File: src/rtl/calc2_pkg.sv
// Shared calc2 types: command and response encodings, capture FSM states and the queued
// request record used by the scheduler and its per-port FIFOs.
package calc2_pkg;

  localparam int NPORT = 4;
  localparam int DW    = 32;

  typedef enum logic [3:0] {
    CMD_IDLE = 4'd0,
    CMD_ADD  = 4'd1,
    CMD_SUB  = 4'd2,
    CMD_SHL  = 4'd5,
    CMD_SHR  = 4'd6
  } cmd_e;

  typedef enum logic [1:0] {
    RESP_NONE = 2'd0,
    RESP_OK   = 2'd1,
    RESP_ERR  = 2'd2
  } resp_e;

  typedef enum logic {
    ST_IDLE  = 1'b0,
    ST_OPND2 = 1'b1
  } cap_st_e;

  typedef struct packed {
    logic [3:0]    cmd;
    logic [DW-1:0] op1;
    logic [DW-1:0] op2;
    logic [1:0]    tag;
  } req_t;

  function automatic logic cmd_is_valid(input logic [3:0] cmd);
    return (cmd == CMD_ADD) || (cmd == CMD_SUB) || (cmd == CMD_SHL) || (cmd == CMD_SHR);
  endfunction

endpackage

File: src/rtl/calc2_req_fifo.sv
// QDEPTH-entry request FIFO, one per requester port. Pointers carry an extra wrap bit so
// full and empty are distinguishable without a separate counter.
module calc2_req_fifo
  import calc2_pkg::*;
#(
  parameter int QDEPTH = 2
) (
  input  logic i_clk,
  input  logic i_rst_n,
  input  logic i_push,
  input  req_t i_wdata,
  input  logic i_pop,
  output req_t o_rdata,
  output logic o_full,
  output logic o_empty
);

  localparam int AW = $clog2(QDEPTH);

  req_t          r_mem [QDEPTH];
  logic [AW:0]   r_wptr;
  logic [AW:0]   r_rptr;

  always_ff @(posedge i_clk or negedge i_rst_n) begin
    if (!i_rst_n) begin
      r_wptr <= '0;
      r_rptr <= '0;
    end else begin
      if (i_push) r_wptr <= r_wptr + (AW + 1)'(1);
      if (i_pop)  r_rptr <= r_rptr + (AW + 1)'(1);
    end
  end

  always_ff @(posedge i_clk) begin
    if (i_push) r_mem[r_wptr[AW-1:0]] <= i_wdata;
  end

  assign o_rdata = r_mem[r_rptr[AW-1:0]];
  assign o_empty = (r_wptr == r_rptr);
  assign o_full  = (r_wptr[AW-1:0] == r_rptr[AW-1:0]) && (r_wptr[AW] != r_rptr[AW]);

endmodule

File: src/rtl/calc2_req_sched.sv
// calc2 request scheduler: per-port capture/validate, queueing, arbitration onto one ALU and
// result routing. Define CALC2_SCHED_PRIO_EN for fixed lowest-port-first priority.
module calc2_req_sched
  import calc2_pkg::*;
#(
  parameter int QDEPTH = 2
) (
  input  logic                c_clk,
  input  logic                reset,
  input  logic [4*NPORT-1:0]  req_cmd_in,
  input  logic [DW*NPORT-1:0] req_data_in,
  input  logic [2*NPORT-1:0]  req_tag_in,
  output logic [2*NPORT-1:0]  out_resp,
  output logic [DW*NPORT-1:0] out_data,
  output logic [2*NPORT-1:0]  out_tag,
  output logic                alu_vld,
  input  logic                alu_rdy,
  output logic [3:0]          alu_cmd,
  output logic [DW-1:0]       alu_op1,
  output logic [DW-1:0]       alu_op2,
  output logic [1:0]          alu_port,
  output logic [1:0]          alu_tag,
  input  logic                alu_resp_vld,
  input  logic [1:0]          alu_resp,
  input  logic [DW-1:0]       alu_data,
  input  logic [1:0]          alu_resp_port,
  input  logic [1:0]          alu_resp_tag
);

  cap_st_e         r_st       [NPORT];
  logic [3:0]      r_cap_cmd  [NPORT];
  logic [DW-1:0]   r_cap_op1  [NPORT];
  logic [1:0]      r_cap_tag  [NPORT];
  logic [3:0]      r_outst    [NPORT];
  logic [1:0]      r_pend_tag [NPORT];
  logic [1:0]      r_out_resp [NPORT];
  logic [DW-1:0]   r_out_data [NPORT];
  logic [1:0]      r_out_tag  [NPORT];
  logic [NPORT-1:0] r_pend_vld;

  logic            r_alu_vld;
  logic [3:0]      r_alu_cmd;
  logic [DW-1:0]   r_alu_op1;
  logic [DW-1:0]   r_alu_op2;
  logic [1:0]      r_alu_port;
  logic [1:0]      r_alu_tag;

  req_t            w_req    [NPORT];
  req_t            w_head   [NPORT];
  req_t            w_fifo_q [NPORT];
  logic [NPORT-1:0] w_full, w_empty, w_push, w_pop, w_rej, w_acc, w_alu_hit, w_cand;
  logic            w_load;
  logic            w_gnt_vld;
  logic [1:0]      w_gnt;
  logic [1:0]      w_idx;
  logic [1:0]      w_base;

`ifdef CALC2_SCHED_PRIO_EN
  assign w_base = '0;
`else
  logic [1:0]      r_rr;
  assign w_base = r_rr;
`endif

  for (genvar p = 0; p < NPORT; p++) begin : g_port
    calc2_req_fifo #(.QDEPTH(QDEPTH)) u_fifo (
      .i_clk   (c_clk),
      .i_rst_n (reset),
      .i_push  (w_push[p]),
      .i_wdata (w_req[p]),
      .i_pop   (w_pop[p]),
      .o_rdata (w_fifo_q[p]),
      .o_full  (w_full[p]),
      .o_empty (w_empty[p])
    );
    assign out_resp[2*p +: 2]  = r_out_resp[p];
    assign out_data[DW*p +: DW] = r_out_data[p];
    assign out_tag[2*p +: 2]   = r_out_tag[p];
  end

  always_comb begin
    for (int p = 0; p < NPORT; p++) begin
      w_req[p] = '{cmd: r_cap_cmd[p], op1: r_cap_op1[p], op2: req_data_in[DW*p +: DW],
                   tag: r_cap_tag[p]};
      w_rej[p] = (r_st[p] == ST_OPND2) &&
                 (!cmd_is_valid(r_cap_cmd[p]) || r_outst[p][r_cap_tag[p]] || w_full[p]);
      w_acc[p] = (r_st[p] == ST_OPND2) && !w_rej[p];
      w_alu_hit[p] = alu_resp_vld && (alu_resp_port == 2'(p)) && r_outst[p][alu_resp_tag];
      // A request accepted this cycle is a candidate at once; an empty queue is bypassed.
      w_cand[p] = !w_empty[p] || w_acc[p];
      w_head[p] = w_empty[p] ? w_req[p] : w_fifo_q[p];
    end
  end

  assign w_load = !r_alu_vld || alu_rdy;

  always_comb begin
    w_gnt_vld = 1'b0;
    w_gnt     = '0;
    w_idx     = '0;
    for (int i = NPORT - 1; i >= 0; i--) begin
      w_idx = w_base + 2'(i);
      if (w_cand[w_idx]) begin
        w_gnt_vld = 1'b1;
        w_gnt     = w_idx;
      end
    end
    for (int p = 0; p < NPORT; p++) begin
      w_pop[p]  = w_load && w_gnt_vld && (w_gnt == 2'(p)) && !w_empty[p];
      w_push[p] = w_acc[p] && !(w_load && w_gnt_vld && (w_gnt == 2'(p)) && w_empty[p]);
    end
  end

  always_ff @(posedge c_clk or negedge reset) begin
    if (!reset) begin
      for (int p = 0; p < NPORT; p++) begin
        r_st[p]       <= ST_IDLE;
        r_cap_cmd[p]  <= '0;
        r_cap_op1[p]  <= '0;
        r_cap_tag[p]  <= '0;
        r_outst[p]    <= '0;
        r_pend_tag[p] <= '0;
        r_out_resp[p] <= RESP_NONE;
        r_out_data[p] <= '0;
        r_out_tag[p]  <= '0;
      end
      r_pend_vld <= '0;
    end else begin
      for (int p = 0; p < NPORT; p++) begin
        case (r_st[p])
          ST_IDLE: begin
            if (req_cmd_in[4*p +: 4] != 4'd0) begin
              r_st[p]      <= ST_OPND2;
              r_cap_cmd[p] <= req_cmd_in[4*p +: 4];
              r_cap_op1[p] <= req_data_in[DW*p +: DW];
              r_cap_tag[p] <= req_tag_in[2*p +: 2];
            end
          end
          default: r_st[p] <= ST_IDLE;
        endcase

        if (w_acc[p])     r_outst[p][r_cap_tag[p]] <= 1'b1;
        if (w_alu_hit[p]) r_outst[p][alu_resp_tag] <= 1'b0;

        r_out_resp[p] <= RESP_NONE;
        r_out_data[p] <= '0;
        r_out_tag[p]  <= '0;
        // ALU result beats rejects; a colliding reject waits in the one-entry pending slot.
        if (w_alu_hit[p]) begin
          r_out_resp[p] <= alu_resp;
          r_out_data[p] <= alu_data;
          r_out_tag[p]  <= alu_resp_tag;
          if (w_rej[p] && !r_pend_vld[p]) begin
            r_pend_vld[p] <= 1'b1;
            r_pend_tag[p] <= r_cap_tag[p];
          end
        end else if (r_pend_vld[p]) begin
          r_out_resp[p] <= RESP_ERR;
          r_out_tag[p]  <= r_pend_tag[p];
          r_pend_vld[p] <= w_rej[p];
          if (w_rej[p]) r_pend_tag[p] <= r_cap_tag[p];
        end else if (w_rej[p]) begin
          r_out_resp[p] <= RESP_ERR;
          r_out_tag[p]  <= r_cap_tag[p];
        end
      end
    end
  end

  always_ff @(posedge c_clk or negedge reset) begin
    if (!reset) begin
      r_alu_vld  <= 1'b0;
      r_alu_cmd  <= '0;
      r_alu_op1  <= '0;
      r_alu_op2  <= '0;
      r_alu_port <= '0;
      r_alu_tag  <= '0;
`ifndef CALC2_SCHED_PRIO_EN
      r_rr       <= '0;
`endif
    end else if (w_load) begin
      r_alu_vld <= w_gnt_vld;
      if (w_gnt_vld) begin
        r_alu_cmd  <= w_head[w_gnt].cmd;
        r_alu_op1  <= w_head[w_gnt].op1;
        r_alu_op2  <= w_head[w_gnt].op2;
        r_alu_tag  <= w_head[w_gnt].tag;
        r_alu_port <= w_gnt;
`ifndef CALC2_SCHED_PRIO_EN
        r_rr       <= w_gnt + 2'd1;
`endif
      end
    end
  end

  assign alu_vld  = r_alu_vld;
  assign alu_cmd  = r_alu_cmd;
  assign alu_op1  = r_alu_op1;
  assign alu_op2  = r_alu_op2;
  assign alu_port = r_alu_port;
  assign alu_tag  = r_alu_tag;

endmodule

File: config.mk
export PLATFORM = sky130hd
export DESIGN_NAME = calc2_req_sched
export DESIGN_NICKNAME = d
export VERILOG_FILES = /design/src/rtl/calc2_pkg.sv /design/src/rtl/calc2_req_fifo.sv /design/src/rtl/calc2_req_sched.sv
export SDC_FILE = /design/constraint.sdc
export NUM_CORES = 1
export LEC_CHECK = 0
export ABC_AREA = 1
export CAP_MARGIN = 20
export CORE_UTILIZATION = 50
export CTS_CLUSTER_SIZE = 8
export DETAILED_ROUTE_END_ITERATION = 7
export PLACE_DENSITY = 0.72
export SLEW_MARGIN = 20
export SYNTH_ARGS = -nofsm -noshare
export SYNTH_HDL_FRONTEND = slang
export SYNTH_SLANG_ARGS = --single-unit
File: constraint.sdc
create_clock -name c_clk -period 15 [get_ports c_clk]
set_input_delay 2.25 -clock c_clk [delete_from_list [all_inputs] [get_ports c_clk]]
set_output_delay 2.25 -clock c_clk [all_outputs]
set_load 0.02 [all_outputs]
==> run metrics <==
status finished, final reports clean; WP data arrival 6.03 ns; Top-Level Pins 411; Cells after Synth 4068; Yosys reg bits 979; max incr delay on CP 0.76 ns; Synth cell types 35; sequential power share 31.0%; CTS tree built; Final Power 12.1 mW; Placeable Area 0.0804 mm2; Adder-Cell Fraction of Synth Area 0%; Synth Area in XOR/XNOR 0.256%; post-route ant nets 0; Setup Buffers After CTS 0; Initial DRT Pass Iterations 8; area occupied by multi-input gates 0.0118 mm2; Worst-path clk slew 0.05 ns; switching share of total power 45.2%; Pins Over Slew Limit 0; Final min period 5.70 ns; NetSw 5.48 mW; CTS buffer count 140; CTS Hold Bufs 0; Hold Violations, Final 0; crit end category flip-flop; Vias per Instance 5.66; HP Class reg -> reg; post-CTS sizing 0; Max-Cap Viols 0; vias in the first global route 30100; first-pass GRT wire length 188 mm; share of layout cells above drive strength 1 5.76%; global-route usage over all layers 30.7%; unrepaired setup endpoints after global routing false; Routability Congestion 0.970; sequential area share after synthesis 67.4%; Die X-Extent 287 um; Clock Sinks 979; # port buffers 410; Final HPWL DP 81.1 mm; setup total negative slack 0 ns; FILL cells 6438; pwr dens 245 mW/mm2; Tcrit/Tclk final 38.0%; Total Routed Length 127 mm; Gate power share 44.6%; Iter 0 DRT Violations 3640; H-tree levels 4; register area 0.0273 mm2; multiplexer share of the synthesized area 0%; final setup margin 9.30 ns; initial core utilization 50.4%; Cell Int Power 6.65 mW; dpl ws 9.19 ns; Worst-Margin Slew 1.13 ns; Simple-Gate Fraction of Synth Area 20.1%; setup violators final 0; Worst-Skew Late Latency 0.74 ns; CP Cell Sequence buf_4 > nand2_1 > a21oi_1 > nand3_1 > nand3_1 > nand2_1 > nand2_2 > nand3_4 > nand2_4 > buf_4 > inv_1 > nand3_1 > nand2_1 > nor2_4 > buf_4; nets 4613; clock share of power 24.4%; Setup CP Type reg -> reg; CP max FO 73; Residual DRC 0; Syn Std Cell Area 0.0405 mm2; compound-cell area share of the yosys netlist 8.45%; grt ovf 0; Mapped Nets 4262; area delta synth->final 22.1%; Synthesis Warnings 0; antenna violations before repair 4; peak supply drop 0.000183 V; pin count of the biggest net entering global routing 101; Root Driver clkbuf_16; f_max 176 MHz; Worst path slowest cell buf_4; Slew HR 24.4%; WHS 0.473 ns; Die ar. 0.0822 mm2; CTS Buffer Depth 3; DR vias 31600; Required @ worst endpoint 15.33 ns; Cell Rows 104; clk_skew 0.0410 ns; leakage 20.5 nW; Post-Syn Area per Cell 9.96 um2; Worst setup SP type flip-flop; drt wl/cell 22.7 um; Die H 287 um; combinational family with the most area after synthesis simple AND/OR/NAND/NOR gates
## registers in the layout (all words and copies together), names as in the netlist, 8 cells and up
register / flops
g_port.u_fifo.r_rptr: 8
r_cap_tag: 8
g_port.u_fifo.r_mem: 560
alu_op1: 32
g_port.u_fifo.r_wptr: 8
out_tag: 8
r_pend_tag: 8
out_resp: 8
r_cap_cmd: 16
r_outst: 16
r_cap_op1: 128
out_data: 128
alu_op2: 32
## path summary, 6_finish.rpt
kind	start	to	slack [ns]	depth (start not counted)
hold reg to reg	alu_op2[10]	alu_op2[10]	0.47	2
hold / removal	alu_op2[10]	alu_op2[10]	0.47	2
setup / recovery	g_port[3].u_fifo.r_rptr[0]	g_port[3].u_fifo.r_mem[1][39]	9.30	15
max in group asynchronous	reset	g_port[3].u_fifo.r_rptr[0]	11.43	3
setup reg to reg	g_port[3].u_fifo.r_rptr[0]	g_port[3].u_fifo.r_mem[1][39]	9.30	15
min in group asynchronous	reset	r_cap_op1[42]	1.58	1
## synth_stat cells, drive strengths merged
master | instances | area [um2]
a21boi | 1 | 7.51
a21oi | 25 | 140
a22oi | 10 | 75.1
a2bb2oi | 2 | 17.5
a31oi | 10 | 62.6
buf | 73 | 429
clkbuf | 169 | 634
dfrtp | 419 | 10500
edfxtp | 560 | 16800
inv | 125 | 472
nand2 | 979 | 3700
nand3 | 328 | 1660
nand4 | 8 | 50.1
nor2 | 720 | 2710
nor3 | 2 | 10.0
o211ai | 2 | 15.0
o21ai | 618 | 3090
o22ai | 1 | 12.5
or2 | 5 | 31.3
xnor2 | 4 | 42.6
xor2 | 7 | 61.3
## area by class of cell
type | count | area share (%)
timing repair buffer | 451 | 8.94
tap | 1060 | 2.68
clock buffer | 224 | 7.72
sequential | 979 | 55.2
multi-input combinational | 2722 | 23.8
inverter | 125 | 0.956
clock inverter | 16 | 0.738
antenna | 3 | 0.0152
## cells in the final DEF, fill, tap and decap left out, types with 2 or more instances in the layout
cell / count
clkinv_16: 8
a2bb2oi_1: 2
inv_2: 27
xor2_1: 7
nor3_1: 2
dfrtp_1: 415
nand3_1: 323
dfrtp_2: 4
a22oi_1: 10
or2_2: 5
buf_4: 39
clkbuf_16: 140
a31oi_1: 10
clkbuf_1: 84
diode_2: 3
nor2_4: 5
xnor2_1: 3
nand4_1: 8
a21oi_2: 4
nand2_1: 972
o211ai_1: 2
a21oi_1: 21
nand2_2: 3
inv_1: 96
edfxtp_1: 560
o21ai_1: 7
o21ai_0: 611
nor2_1: 714
clkdlybuf4s50_1: 409
nand3_2: 4
nand2_4: 4
clkinv_8: 6
buf_6: 2
## critical path, delay by kind of cell (launching register included)
family,cells,cell delay (ns)
and+or+nand+nor,10,2.01
buffers and inverters,4,2.33
AOI/OAI and AO/OA,1,0.41
DFF,1,0.38
## power groups by stage
| stage | combinational (mW) | sequential, mW | clock [mW] |
|---|---|---|---|
| CTS | 5.29 | 3.75 | 2.98 |
| floorplan | 3.24 | 3.84 | 0 |
| finish | 5.41 | 3.76 | 2.96 |
| global placement | 5.18 | 3.78 | 0 |
| global route | 5.83 | 3.80 | 3.10 |
| detailed placement | 5.24 | 3.79 | 0 |
## metal layers
metal	share of wire (%)	global-route usage (%)	vias to the layer above	wire (um)
li1	-	-	14300	-
met1	39	41.5	15200	49100
met2	46	46.6	1802	57900
met3	11	9.01	243	14500
met4	4.1	12.7	4	5250
met5	0.021	0	-	26
## per-stage QoR
| stage | area [um2] | std cells | util, % |
|---|---|---|---|
| floorplan | 40500 | 4068 | - |
| global placement | 45300 | 5337 | 56.3 |
| detailed placement | 45300 | 5337 | 56.3 |
| CTS | 49500 | 5577 | 61.5 |
| global route | 49500 | 5577 | 61.5 |
| finish | 49500 | 5580 | 61.5 |
## logic make-up after synthesis
group / Yosys count
flip-flops: 979
XOR/XNOR: 11
buffers and inverters: 367
AND/OR/NAND/NOR: 2042
AO/OA/AOI/OAI: 669
No activity file was read; power rests on OpenSTA's default activity.
